**src/rtl/xw_dot_seq.sv**
```systemverilog
// Bit-serial dot product sequencer: streams N bit pairs from x/w memories and accumulates them.
// Latency: result_valid N+1 cycles after accepted start (length 0 -> 1 cycle), plus hold cycles.
// Backpressure: hold stalls FETCH in place; DONE holds result until result_ready handshake.
// Optional feature macro: XW_BIPOLAR_EN (XNOR +1/-1 signed accumulate instead of AND count).
module xw_dot_seq (
    input  logic        clk,
    input  logic        rst,
    input  logic        start,
    input  logic [1:0]  x_bank,
    input  logic [1:0]  w_bank,
    input  logic [9:0]  x_base,
    input  logic [19:0] w_base,
    input  logic [10:0] length,
    input  logic        hold,
    output logic [1:0]  sel_x,
    output logic [1:0]  sel_w,
    output logic [9:0]  rw_address_x,
    output logic [19:0] rw_address,
    output logic        read_rq_x,
    output logic        read_rq_w,
    output logic        write_rq_x,
    output logic        write_rq_w,
    input  logic        read_data_x,
    input  logic        read_data_w,
    output logic        busy,
    output logic [11:0] result,
    output logic        result_valid,
    input  logic        result_ready
);

    typedef enum logic [1:0] {
        IDLE  = 2'd0,
        FETCH = 2'd1,
        DONE  = 2'd2
    } state_t;

    state_t      state;
    state_t      state_nxt;
    logic        accept;
    logic        step;
    logic [10:0] len_clamped;
    logic [10:0] count;
    logic [11:0] acc;
    logic [11:0] inc;
    logic        bit_x;
    logic        bit_w;

    // Anything other than a clean 1 (including z/x from the memory) counts as 0.
    assign bit_x = (read_data_x === 1'b1);
    assign bit_w = (read_data_w === 1'b1);

    assign len_clamped = (length > 11'd1024) ? 11'd1024 : length;
    assign step        = (state == FETCH) && !hold;

`ifdef XW_BIPOLAR_EN
    assign inc = (bit_x == bit_w) ? 12'd1 : 12'hFFF;
`else
    assign inc = {11'd0, bit_x & bit_w};
`endif

    assign read_rq_x    = (state == FETCH);
    assign read_rq_w    = (state == FETCH);
    assign write_rq_x   = 1'b0;
    assign write_rq_w   = 1'b0;
    assign busy         = (state != IDLE);
    assign result_valid = (state == DONE);
    assign result       = acc;

    // State register; reset abandons any run immediately.
    always_ff @(posedge clk or negedge rst) begin
        if (!rst) begin
            state <= IDLE;
        end else begin
            state <= state_nxt;
        end
    end

    // Next-state logic; a start coinciding with the DONE handshake is not seen until IDLE.
    always_comb begin
        state_nxt = state;
        accept    = 1'b0;
        case (state)
            IDLE: begin
                if (start && !result_valid) begin
                    accept    = 1'b1;
                    state_nxt = (len_clamped == 11'd0) ? DONE : FETCH;
                end
            end
            FETCH: begin
                if (step && (count == 11'd1)) begin
                    state_nxt = DONE;
                end
            end
            DONE: begin
                if (result_ready) begin
                    state_nxt = IDLE;
                end
            end
            default: state_nxt = IDLE;
        endcase
    end

    // Datapath: latch the job on accept, then advance addresses and accumulate per unstalled cycle.
    always_ff @(posedge clk or negedge rst) begin
        if (!rst) begin
            sel_x        <= 2'd0;
            sel_w        <= 2'd0;
            rw_address_x <= 10'd0;
            rw_address   <= 20'd0;
            count        <= 11'd0;
            acc          <= 12'd0;
        end else if (accept) begin
            sel_x        <= x_bank;
            sel_w        <= w_bank;
            rw_address_x <= x_base;
            rw_address   <= w_base;
            count        <= len_clamped;
            acc          <= 12'd0;
        end else if (step) begin
            // Both addresses wrap naturally at their field width.
            rw_address_x <= rw_address_x + 10'd1;
            rw_address   <= rw_address + 20'd1;
            count        <= count - 11'd1;
            acc          <= acc + inc;
        end
    end

endmodule

```
**config.mk**
```make
export PLATFORM = sky130hd
export DESIGN_NAME = xw_dot_seq
export DESIGN_NICKNAME = d
export VERILOG_FILES = /design/src/rtl/xw_dot_seq.sv
export SDC_FILE = /design/constraint.sdc
export NUM_CORES = 1
export LEC_CHECK = 0
export CORE_ASPECT_RATIO = 1.75
export CORE_MARGIN = 5
export CORE_UTILIZATION = 25
export DETAILED_ROUTE_END_ITERATION = 10
export PLACE_DENSITY = 0.51
export SLEW_MARGIN = 5
export SYNTH_ARGS = -nofsm -noshare
export SYNTH_HDL_FRONTEND = slang
export SYNTH_SLANG_ARGS = --single-unit
```
**constraint.sdc**
```tcl
create_clock -name clk -period 2.5 [get_ports clk]
set_input_delay 0.25 -clock clk [delete_from_list [all_inputs] [get_ports clk]]
set_output_delay 0.25 -clock clk [all_outputs]
set_load 0.02 [all_outputs]
```
==> flow_summary.json <==
{
  "holdWs_ns": 0.0913,
  "wl_per_cell_um": 17.2,
  "post-route-period-util": 0.860,
  "grt_setup_unrepaired": "false",
  "drive_gt1_frac": 0.0833,
  "die_w_um": 98.2,
  "dr.pass1.iters": 4,
  "yosys_register_bits": 59,
  "post_cts_buffers": 0,
  "top_level_ports": 104,
  "hold_viol": 0,
  "dieArea_um2": 16100,
  "drtIter0Drc": 109,
  "cts_tree": "yes",
  "antenna_found_initial": 0,
  "drc": 0,
  "place.port_buffers": 101,
  "grt_use_total": 0.139,
  "end_kind": "primary output",
  "worst_slew_pin_slew_ns": 0.805,
  "cp.arrival_ns": 1.90,
  "cts_sinks": 59,
  "crit_path_start_kind": "register",
  "vias_per_cell": 4.96,
  "gp_congestion": 0.782,
  "ys.flop_type": "dfrtp_1",
  "netlist_top_cells_count": "59 x dfrtp_1, 46 x nand2_1, 31 x nor2_1",
  "core_region_area_um2": 13400,
  "grt_first_pass_wirelength_um": 17700,
  "synth_area_um2": 3410,
  "die_y_um": 164,
  "synth-edff-count": 0,
  "max_slew_margin": 0.463,
  "cts_resized": 0,
  "insertion_delay_ns": 0.33,
  "diodes": 0,
  "final_cells": 654,
  "ctsHoldBuffers": 0,
  "required_ns": 2.25,
  "grt_pass1_vias": 3460,
  "yosys.area.top_type": "dfrtp_1",
  "path_clk_slew_ns": 0.06,
  "grt_overflow": 0,
  "yosysMostFrequentCell": "dfrtp_1",
  "yosysSeqAreaShare": 0.434,
  "worst-setup-path-type": "register to primary output",
  "ir_drop_v": 0.000446,
  "fin_ws_ns": 0.350,
  "cts_buffers": 9,
  "syn_to_final_growth_pct": 45.5,
  "place_ws_ns": 0.357,
  "syn_area_per_cell_um2": 9.13,
  "outcome": "complete, no violations",
  "hp-class": "input pin to asynchronous set/reset pin",
  "tns_ns": 0,
  "wirelength_um": 11200,
  "fin_nets": 533,
  "p_total_mw": 5.64,
  "finalCriticalPeriod_ns": 2.15,
  "cts_root_buffer": "clkbuf_16",
  "num_vias": 3244,
  "p_per_area_nw_per_um2": 1140,
  "maxSlewViolCount": 0,
  "clk_path_buf_depth": 2,
  "synth-async-reset-ratio": 1.00,
  "maxCapViolations": 0,
  "setup-violations-final": 0,
  "synth_cell_types": 56,
  "p_leak_nw": 2.04,
  "rows": 56,
  "synth_top_area_frac": 0.434,
  "grt_start_max_net_pins": 60,
  "h-tree-depth": 3,
  "dpl.hpwl_um": 8210,
  "path_max_fanout": 12,
  "start_util": 0.254,
  "syn_inst": 373,
  "fmax_mhz": 465,
  "synth.area.top_cells": "dfrtp_1 43%, nand2_1 5.1%, o21ai_0 4.3%, nor2_1 3.4%, nand3_1 3.4%",
  "clock_skew_ns": 0.00544,
  "synth-warning-count": 0,
  "ant_nets": 0,
  "place_inst": 638
}
cells by family after synthesis:
group                    count (synthesis)  share of synthesized area
other                                    1                    0.00110
flip-flops                              59                      0.434
buffers and inverters                   34                     0.0507
multiplexers                             3                    0.00882
AND/OR/NAND/NOR                        166                      0.271
adder cells (fa/ha/maj)                  6                     0.0220
XOR/XNOR                                15                     0.0386
AO/OA/AOI/OAI                           89                      0.174
metal layers:
metal  routed length [um]  vias to the layer above  track usage
li1                     -                     1570            -
met1                 4100                     1583        0.138
met2                 6410                       77        0.276
met3                  525                       14       0.0347
met4                  181                        0       0.0503
met5                    0                        -            0
metrics by stage:
| stage | cell area [um2] | util |
|---|---|---|
| final | 4950 | 0.370 |
| after global routing | 4950 | 0.370 |
| after CTS | 4950 | 0.370 |
| after detailed placement | 4630 | 0.346 |
| after global placement | 4630 | 0.346 |
| after floorplan | 3410 | - |
path summary, 6_finish.rpt:
kind | startpoint | end | slack, ns | cells after the start
setup / recovery | state[0] | read_rq_w | 0.35 | 2
hold / removal | rst | count[5] | 0.09 | 2
setup reg to reg | rw_address[0] | rw_address[18] | 0.53 | 5
hold reg to reg | sel_x[1] | sel_x[1] | 0.47 | 2
max in group asynchronous | rst | rw_address[5] | 1.88 | 2
min in group clk | w_bank[1] | sel_w[1] | 0.45 | 3
layout by cell type, fill, tap and decap left out, types with 3 or more instances in the layout:
cell type,n
a32oi_1,3
a221o_1,6
nand3_1,23
o21ai_0,29
o211ai_1,4
and4_1,7
xor2_1,8
dfrtp_1,59
nor4_1,4
xnor2_1,7
nand2b_1,3
nand2_1,46
nor2_1,31
nor3_1,6
buf_4,11
and3_1,4
o311ai_0,3
a31oi_1,14
a21o_1,3
a22oi_1,3
a21oi_1,9
or3_1,9
nand4_1,10
clkbuf_16,9
inv_1,10
mux2i_1,3
ha_1,6
clkdlybuf4s50_1,100
clkinv_2,3
and2_1,4
report_power, final:
| part | switching [mW] | leakage [nW] | total [mW] | internal, mW |
|---|---|---|---|---|
| logic | 1.30 | 1.13 | 2.46 | 1.16 |
| clock network | 0.441 | 0.165 | 1.36 | 0.921 |
| registers | 0.486 | 0.739 | 1.81 | 1.33 |
| total | 2.23 | 2.04 | 5.64 | 3.41 |
final cells by class:
type / instances / area (um2)
Sequential cell: 59 / 1480
Clock inverter: 5 / 75.1
Multi-Input combinational cell: 281 / 1770
Timing Repair Buffer: 114 / 1130
Clock buffer: 11 / 253
Tap cell: 174 / 218
Inverter: 10 / 37.5
Fill cell: 1402 / 8430
critical path: stages, from the launching register on:
cell and delay, ns:
dfrtp_1 0.56, nor2b_1 0.34, clkdlybuf4s50_1 0.67
registers in the layout, indices dropped and copies added, names as in the netlist:
register	flops
sel_x	2
result	12
sel_w	2
rw_address	20
state	2
rw_address_x	10
count	11
Note: power is estimated with default switching activity, not from simulation.
